$ cat src/rtl/lot_occupancy_counter.sv
// Parking-lot occupancy tracker: live count, peak, admitted total, error pulses
// and a two-digit seven-segment decode of the current count.
module lot_occupancy_counter #(
  parameter int unsigned CAPACITY = 25,
  parameter int unsigned CW       = 7
) (
  input  logic          clk,
  input  logic          reset,
  input  logic          enter,
  input  logic          exit,
  input  logic          clear,
  output logic [CW-1:0] count,
  output logic [CW-1:0] peak,
  output logic [15:0]   total,
  output logic          full,
  output logic          empty,
  output logic          overflow_err,
  output logic          underflow_err,
  output logic [6:0]    hex_tens,
  output logic [6:0]    hex_ones
);

  localparam int unsigned TW = 16;
  localparam logic [CW-1:0] CAP = CW'(CAPACITY);

  logic [CW-1:0] count_nxt;
  logic [CW-1:0] peak_nxt;
  logic [TW-1:0] total_nxt;
  logic          ovf_nxt;
  logic          unf_nxt;
  logic [3:0]    tens_c;
  logic [3:0]    ones_c;

  // Active-low segment pattern {g,f,e,d,c,b,a} for one decimal digit.
  function automatic logic [6:0] seg7(input logic [3:0] d);
    logic [6:0] s;
    case (d)
      4'd0:    s = 7'b1000000;
      4'd1:    s = 7'b1111001;
      4'd2:    s = 7'b0100100;
      4'd3:    s = 7'b0110000;
      4'd4:    s = 7'b0011001;
      4'd5:    s = 7'b0010010;
      4'd6:    s = 7'b0000010;
      4'd7:    s = 7'b1111000;
      4'd8:    s = 7'b0000000;
      4'd9:    s = 7'b0010000;
      default: s = 7'b1111111;
    endcase
    return s;
  endfunction

  always_ff @(posedge clk or negedge reset) begin
    if (!reset) begin
      count         <= '0;
      peak          <= '0;
      total         <= '0;
      overflow_err  <= 1'b0;
      underflow_err <= 1'b0;
    end else begin
      count         <= count_nxt;
      peak          <= peak_nxt;
      total         <= total_nxt;
      overflow_err  <= ovf_nxt;
      underflow_err <= unf_nxt;
    end
  end

  // Priority: clear, simultaneous enter/exit, enter, exit, hold.
  always_comb begin
    count_nxt = count;
    total_nxt = total;
    ovf_nxt   = 1'b0;
    unf_nxt   = 1'b0;
    if (clear) begin
      count_nxt = '0;
      total_nxt = '0;
    end else if (enter && exit) begin
      total_nxt = total + TW'(1);
    end else if (enter) begin
      if (count == CAP) begin
        ovf_nxt = 1'b1;
      end else begin
        count_nxt = count + CW'(1);
        total_nxt = total + TW'(1);
      end
    end else if (exit) begin
      if (count == '0) begin
        unf_nxt = 1'b1;
      end else begin
        count_nxt = count - CW'(1);
      end
    end
  end

  always_comb begin
    peak_nxt = peak;
    if (clear) begin
      peak_nxt = '0;
    end else if (count_nxt > peak) begin
      peak_nxt = count_nxt;
    end
  end

  // Display and status flags decode the registered count only.
  always_comb begin
    tens_c   = 4'(count / CW'(10));
    ones_c   = 4'(count % CW'(10));
    hex_tens = seg7(tens_c);
    hex_ones = seg7(ones_c);
    full     = (count == CAP);
    empty    = (count == '0);
  end

endmodule

$ cat config.mk
export PLATFORM = sky130hd
export DESIGN_NAME = lot_occupancy_counter
export DESIGN_NICKNAME = d
export VERILOG_FILES = /design/src/rtl/lot_occupancy_counter.sv
export SDC_FILE = /design/constraint.sdc
export NUM_CORES = 1
export LEC_CHECK = 0
export ABC_AREA = 1
export CAP_MARGIN = 30
export CORE_ASPECT_RATIO = 0.6
export CORE_MARGIN = 1.5
export CORE_UTILIZATION = 48
export DETAILED_ROUTE_END_ITERATION = 10
export PLACE_DENSITY = 0.78
export REMOVE_ABC_BUFFERS = 1
export SETUP_SLACK_MARGIN = 0.02
export SYNTH_ARGS = -nofsm -noshare
export SYNTH_HDL_FRONTEND = slang
export SYNTH_SLANG_ARGS = --single-unit
$ cat constraint.sdc
create_clock -name clk -period 3.26 [get_ports clk]
set_clock_uncertainty 0.2 [all_clocks]
set_input_delay 0.652 -clock clk [delete_from_list [all_inputs] [get_ports clk]]
set_output_delay 0.652 -clock clk [all_outputs]
set_load 0.01 [all_outputs]
==> results.txt, run 1 <==
By count the netlist is led by nand2_1 (74), inv_1 (49), dfrtp_1 (32). The synthesized-area fraction occupied by ao, oa, aoi and oai cells was 0.1334. The HPWL after detailed placement is 5958 um.

The number of hold violations in the final report is 0. The worst hold-check slack is 325.0 ps. Of the total synthesized cell area, the portion taken by AND, OR, NAND and NOR gates is 0.3406. The all-layer global routing usage came out at 0.2871. The cell taking the most area after synthesis is dfrtp_1.

The floorplan die area came out at 6123 um2. The largest voltage drop on the vdd net is 341.9 uV. The count of pins on the block boundary came out at 53. From synthesis to final layout, the design area changed by 60.82%. The total cell area at the placement stage is 3854 um2. The synthesized-area fraction occupied by xor and xnor cells is 0.02584. The worst slew margin relative to its limit came out at 0.7095. The run finished, with violations left. Of the cells placed in the final design, the portion with a size suffix greater than 1 is 0.4225. The slew of the pin with the lowest slew margin is 430.1 ps. The maximum root-to-sink buffer count came out at 2. TritonCTS built the clock tree. The mean post-synth cell area is 7.368 um2. The number of antenna violations at the first check in global routing is 0. Of the total synthesized cell area, the portion taken by full adders, half adders and majority gates is 0.1108. Counting every instance in the synthesized netlist gives 368. The portion of synthesized cell area occupied by the leading cell type came out at 0.2953.

In the routed layout, each cell is associated on average with a via count of 5.507. The iteration-0 DRC count of the detailed router came out at 303. The total of hold buffers inserted after clock tree synthesis came out at 0. The number of placement rows is 20.

The number of antenna diodes in the final layout is 0. The startpoint kind of the worst setup timing path is a flop. The multiplexer share of the synthesized area came out at 0.

The routed design has 9565 um of wire. The clock period minus final worst setup slack is 3711 ps. The total placed cells including tap cells is 557.

The critical path required time came out at 2410 ps. The clock transition at the register clock pins on the worst setup and hold paths after CTS came out at 70 ps. The final layout contains 544 nets. The wire length of the first global-routing pass came out at 13,570 um. The multi-input combinational cell area is 1979 um2.

For this run, the leading register cell type out of synthesis is dfrtp_1. In the post-synthesis netlist, the cell with the most instances is nand2_1. The minimum setup slack in the final design is -451.3 ps. The power density normalized to cell area came out at 587.5 nW/um2. The count of flip-flops with a built-in enable after synthesis is 0. The sequential cell area in the final layout came out at 803.3 um2. The finished layout holds 582 standard cells, fillers aside. The TritonCTS buffer count came out at 5. The total of endpoints with negative setup slack in the final report came out at 14. The width of the die is 100.0 um. After routing the design area is 4360 um2. The worst setup path is captured at an output port. The worst hold path belongs to the class flop to flop.

The region available for standard cell placement spans 5255 um2. The number of maximum-capacitance violations is 0. The top achievable clock speed came out at 269.4 MHz.

The final total negative setup slack is -5568 ps. The netlist uses 41 different library cells. The final clock period utilization by the worst path came out at 1.138. The hold path startpoint is total[3]$_DFFE_PN0P_. The post-synthesis instance area came out at 2711 um2. The total number of H-tree levels came out at 2. Counting every sink on the clock net gives 32. The count of unresolved DRC violations after routing is 0. In the post-synthesis netlist, the biggest area contributors are dfrtp_1 (30%), ha_1 (11%), nand2_1 (10%), inv_1 (6.8%), o21ai_0 (5.4%).

The sequential element share of the synthesized area is 0.2953. The arrival time of the worst setup path is 2860 ps. Tracing the worst setup path back leads to its startpoint at count[4]$_DFF_PN0_. Global routing finished with a remaining overflow of 0. The initial standard-cell utilization of the core came out at 0.5160. The final weighted congestion of routability-driven global placement is 0.9174.

The startpoint identified for the worst register-to-register timing path is count[1]$_DFF_PN0_. The number of filler instances in the final layout came out at 282. Along the worst path, the maximum fanout reaches 5. For this block, the via count after detailed routing is 3,205.

The post-detailed-route count of antenna-violating nets is 0. The via count of the first global-routing pass came out at 2,873. The final reports fail on setup timing.

Setup repair after global routing could not meet its margin everywhere. The setup path with the least slack is of type flop to output port. The count of input and output buffers came out at 52.

After synthesis, the largest family of logic cells by area is simple AND/OR/NAND/NOR gates. The number of synthesis warnings is 0. Entering global routing, the biggest net connects 33 pins.

The die span in y came out at 61.22 um. The leakage component of the power came out at 2.159 nW. The share of synthesized registers carrying an async set or reset came out at 1.000. The tree is rooted in a clkbuf_8. The count of final max-slew check failures was 0. The pre-antenna-repair detailed-routing pass consisted of 5 iterations. In this run, synthesis produced a sequential element count of 32. The latest clock arrival within the worst-skew pair came out at 290 ps. The wire length per cell after detailed routing came out at 16.43 um.
==> power by group <==
group	internal, mW	total (mW)	leakage [nW]	switching, mW
clock network	0.169	0.323	0.0510	0.155
registers	0.439	0.473	0.433	0.0333
logic	0.778	1.77	1.68	0.988
==> final timing paths <==
| kind | end | slack [ps] | depth (start not counted) |
|---|---|---|---|
| setup / recovery | hex_ones[0] | -450 | 24 |
| hold / removal | total[3]$_DFFE_PN0P_ | 320 | 1 |
| setup reg to reg | peak[0]$_DFFE_PN0P_ | 40 | 21 |
| hold reg to reg | total[3]$_DFFE_PN0P_ | 320 | 1 |
| max in group asynchronous | count[6]$_DFF_PN0_ | 1960 | 2 |
| min in group asynchronous | total[6]$_DFFE_PN0P_ | 570 | 2 |
==> logic make-up after synthesis <==
kind of cell,after synthesis
XOR/XNOR,8
flip-flops,32
AND/OR/NAND/NOR,178
buffers and inverters,64
AO/OA/AOI/OAI,62
adder cells (fa/ha/maj),24
==> placed cells by master (no fill, tap or decap), types with 7 or more instances in the layout <==
cell type        count
a21oi_1             16
buf_2               14
buf_4               87
clkdlybuf4s50_1     36
dfrtp_1             30
ha_1                14
ha_4                 7
inv_1               40
inv_2               15
nand2_1             65
nand2_2             13
nand2_4             15
nand3_1             17
nand3_2             13
nor2_1              20
nor3_1               8
o21ai_0             18
o21ai_1             10
xor2_1               7
==> critical path, stage by stage (launching register included) <==
cell      delay, ps
dfrtp_1         420
buf_4           160
nand2_4          80
nand3_4          90
nand2_4         110
nand3_4          90
nand2_4          80
nand2_4          60
nand2_4          80
nand3_2          80
nand2_2          80
inv_2            50
ha_4            160
inv_4            50
nand3_4          80
nand3_4         130
clkinv_4         80
nand2_4          80
nand2_8          70
ha_4            160
inv_2            60
nand3_2          90
nand3_2          70
nand2_1          50
buf_2           130
==> stage by stage <==
step | util | worst slack, ps | total power [mW]
after floorplan | - | -276.2 | 1.250
after global placement | 0.7333 | -551.3 | 1.938
final | 0.8298 | -451.3 | 2.562
after global routing | 0.8298 | -621.6 | 2.720
after detailed placement | 0.7333 | -691.5 | 1.981
after CTS | 0.7931 | -416.6 | 2.370
==> sequential cells by signal, summed over array words and instances, names as in the netlist <==
register	count
overflow_err	1
count	7
total	16
underflow_err	1
peak	7
==> area by class of cell <==
cell class                      instances  share of cell area
Multi-Input combinational cell        272              0.4539
Clock inverter                          2            0.002296
Clock buffer                            6             0.01894
Tap cell                               66             0.01894
Sequential cell                        32              0.1842
Inverter                               59             0.05366
Timing Repair Buffer                  145              0.2680
==> layer usage <==
| layer | wire length [um] | track usage | vias up |
|---|---|---|---|
| met3 | 774 | 0.06810 | 33 |
| met5 | 0 | 0 | - |
| met2 | 4412 | 0.4558 | 177 |
| met1 | 4120 | 0.4110 | 1490 |
| li1 | - | - | 1505 |
| met4 | 258 | 0.04829 | 0 |
==> timing repair <==
item / CTS / global route
endpoints found under the setup margin: 21 / 22
pin swaps: 37 / 18
gates resized for setup: 121 / 39
gates cloned: 0 / 0
setup buffers: 9 / 8
(Power assumes the default switching activity.)
==> run 2, diff against run 1 <==
--- a/config.mk
+++ b/config.mk
@@ -8,7 +8,6 @@
 export ABC_AREA = 1
 export CAP_MARGIN = 30
 export CORE_ASPECT_RATIO = 0.6
-export CORE_MARGIN = 1.5
 export CORE_UTILIZATION = 48
 export DETAILED_ROUTE_END_ITERATION = 10
 export PLACE_DENSITY = 0.78
==> run 2 against run 1 <==
Critical path depth unchanged. Total power grew 0.66%. Clock power is 17% higher. Global-route usage is 2.5 points higher. Register-to-register slack worse by 100 ps. Wire length shrank 8.9%. Highest routed layer unchanged. Final cell count is 1.2% lower. Die area decreased by 2.6%. Sequential share of layout area rose by 0.18 points. Worst setup slack got worse by 50 ps. Combinational power shrank 2%. The flow still finishes with violations (setup timing).
==> results.txt, run 2 (synthesized netlist as in run 1, its figures left out) <==
The internal power contribution came out at 1.440 mW (was 1.386 mW). The wire length per cell after detailed routing is 15.16 um (was 16.43 um). The number of filler instances in the final layout came out at 299 (was 282). The worst hold-check slack is 334.2 ps (was 325.0 ps). The register containing the most flip-flops in the final layout is total (unchanged). The clock transition at the register clock pins on the worst setup and hold paths after CTS came to 70 ps (about the same). The clock net sink count came out at 32 (unchanged). The maximum fanout count along the critical path came out at 6 (was 5). The total number of H-tree levels is 2 (unchanged). The fraction of final layout cells sized beyond drive strength 1 was 0.4008 (was 0.4225). The total wirelength of the detailed-routed design is 8716 um (was 9565 um). The synthesis-to-layout area growth came to 59.30% (was 60.82%). The post-detailed-route count of antenna-violating nets came out at 0 (unchanged). The detailed-router iteration count before antenna repair came to 5 (unchanged). The number of antenna repair diodes is 0 (unchanged). The final weighted congestion of routability-driven global placement came out at 0.9139 (was 0.9174).

The critical path class is flop to output port (unchanged). The number of vias per cell after detailed routing is 5.445 (was 5.507). The leading cell type in the layout, fill and taps excluded is buf_4 (unchanged).

Failing checks: setup timing (unchanged). The via count of the first global-routing pass is 3,044 (was 2,873). The number of placement rows is 20 (unchanged). The top achievable clock speed is 265.8 MHz (was 269.4 MHz). The count of unresolved DRC violations after routing came to 0 (unchanged). The flip-flop count of the largest register after layout is 16 (unchanged).

Top flop regs: total: 16 flops, count: 7 flops, peak: 7 flops (unchanged). The clock tree from TritonCTS is yes (unchanged). The minimum setup slack after placement came out at -682.1 ps (was -691.5 ps). The die span in y came out at 60.22 um (was 61.22 um). The total of hold buffers inserted after clock tree synthesis is 0 (unchanged). The final core area utilization came out at 0.8219 (was 0.8298).

The floorplan die area came to 5963 um2 (was 6123 um2). Outcome: complete, but fails checks (unchanged). The latest clock arrival within the worst-skew pair was 290 ps (about the same). The TritonCTS buffer count is 5 (unchanged). The class of the tightest hold or removal check was flop to flop (unchanged). The minimum setup slack in the final design came out at -501.8 ps (was -451.3 ps). The worst slew margin relative to its limit was 0.6959 (was 0.7095).

The count of input and output buffers came to 52 (unchanged). The overall power consumption was 2.579 mW (was 2.562 mW). The sequential cell area in the final layout is 803.3 um2 (unchanged). The startpoint kind of the worst setup timing path is a flop (unchanged). The half-perimeter wire length of the detailed placement result came to 6116 um (was 5958 um). The slew of the pin with the lowest slew margin came to 452.7 ps (was 430.1 ps). The final clock period utilization by the worst path is 1.154 (was 1.138). The sequential cell fraction of total power came out at 0.183 (was 0.185). The maximum root-to-sink buffer count is 2 (unchanged). The critical path required time was 2410 ps (about the same).

The total of endpoints with negative setup slack in the final report is 20 (was 14). The count of final max-slew check failures is 0 (unchanged). The clock network power share was 0.147 (was 0.126). The wire length of the first global-routing pass came out at 14,410 um (was 13,570 um).

The cell at the root of the clock tree is clkbuf_8 (unchanged). The count of pins on the block boundary is 53 (unchanged). The capturing element type of the critical path is an output port (unchanged).

The largest voltage drop on the vdd net is 382.0 uV (was 341.9 uV). The width of the die is 99.03 um (was 100.0 um). Commonest non-fill, non-tap cells in the layout: buf_4 (80), nand2_1 (65), inv_1 (41), clkdlybuf4s50_1 (36), dfrtp_1 (30) (was buf_4 (87), nand2_1 (65), inv_1 (40), clkdlybuf4s50_1 (36), dfrtp_1 (30)). The number of maximum-capacitance violations came out at 0 (unchanged). The initial standard-cell utilization of the core is 0.5160 (unchanged). The arrival time of the worst setup path came out at 2910 ps (was 2860 ps).

The power density normalized to cell area is 597.0 nW/um2 (was 587.5 nW/um2). The number of hold violations in the final report is 0 (unchanged). The placeable core area was 5255 um2 (unchanged). The switching part of the total power is 0.4416 (was 0.4589).

The all-layer global routing usage is 0.3117 (was 0.2871). The final net count came out at 537 (was 544). The multi-input combinational cell area came to 1969 um2 (was 1979 um2). The total via count after detailed routing came out at 3,131 (was 3,205).

The pin count of the biggest net entering global routing came out at 33 (unchanged). The total congestion overflow is 0 (unchanged). The number of antenna violations at the first check in global routing came out at 0 (unchanged). The clock period minus final worst setup slack was 3762 ps (was 3711 ps). The iteration-0 DRC count of the detailed router is 277 (was 303). RSZ-0062 raised after global routing: true (unchanged). The fraction of power consumed by combinational cells is 0.670 (was 0.689). The leakage component of the power came out at 2.136 nW (was 2.159 nW).

The net switching power of the design is 1.139 mW (was 1.176 mW).
-- run 2: cell count changes in the layout (fill, tap and decap cells not counted), sizes merged --
cell,change
clkinv,-2
bufinv,+1
buf,-7
inv,+1
-- run 2: worst paths after layout --
kind	depth (start not counted)	slack [ps]	start	to
worst max-delay path	24	-500	count[6]$_DFF_PN0_	hex_tens[0]
worst min-delay path	1	330	total[3]$_DFFE_PN0P_	total[3]$_DFFE_PN0P_
worst max register to register	16	-60	count[5]$_DFF_PN0_	peak[5]$_DFFE_PN0P_
worst min register to register	1	330	total[3]$_DFFE_PN0P_	total[3]$_DFFE_PN0P_
max in group asynchronous	2	1980	reset	count[4]$_DFF_PN0_
min in group asynchronous	2	560	reset	total[2]$_DFFE_PN0P_
-- run 2: final cells by class --
class                   count  share of cell area
clock buffers               6             0.01680
clock inverters             2            0.008111
inverters                  59             0.05359
multi-input cells         272              0.4560
flip-flops and latches     32              0.1860
well taps                  66             0.01912
repair buffers            138              0.2604
-- run 2: worst max-delay path: stages (launching register included) --
cell	delay, ps
dfrtp_2	460
inv_2	80
buf_12	130
nor2_4	180
inv_4	70
nand2_4	70
nand2_2	60
nand2_2	60
inv_2	40
nand2_4	70
nand2_4	60
nand2_4	50
nand2_2	50
inv_2	70
ha_4	130
inv_4	40
nand3_4	90
nand3_4	110
buf_6	160
ha_4	150
o21ai_2	100
inv_1	70
o21ai_1	90
nand2_1	80
buf_2	140
-- run 2: power groups by stage --
stage               Sequential, mW  Combinational, mW  Clock (mW)
floorplan                    0.504              0.746           0
finish                       0.472               1.73       0.378
global route                 0.476               1.88       0.397
CTS                          0.471               1.64       0.382
global placement             0.475               1.47           0
detailed placement           0.476               1.51           0
-- run 2: metrics by stage --
stage,area (um2),TNS [ps],cells
after floorplan,2680,-1830,363
after global placement,3854,-9323,557
after detailed placement,3854,-11380,557
after CTS,4272,-4967,575
after global routing,4319,-10010,575
final,4319,-6354,575
-- run 2: layer usage --
metal	vias up	GRT usage	part of all wire
li1	1492	-	-
met1	1482	0.4164	0.46
met2	135	0.5315	0.46
met3	22	0.05380	0.068
met4	0	0.08102	0.016
met5	-	0	0
-- run 2: timing repair --
item,CTS,global route
pin swaps,37,5
setup buffers,10,0
cloned,0,0
endpoints found under the setup margin,21,22
hold endpoints to repair,0,0
resized for setup,133,15
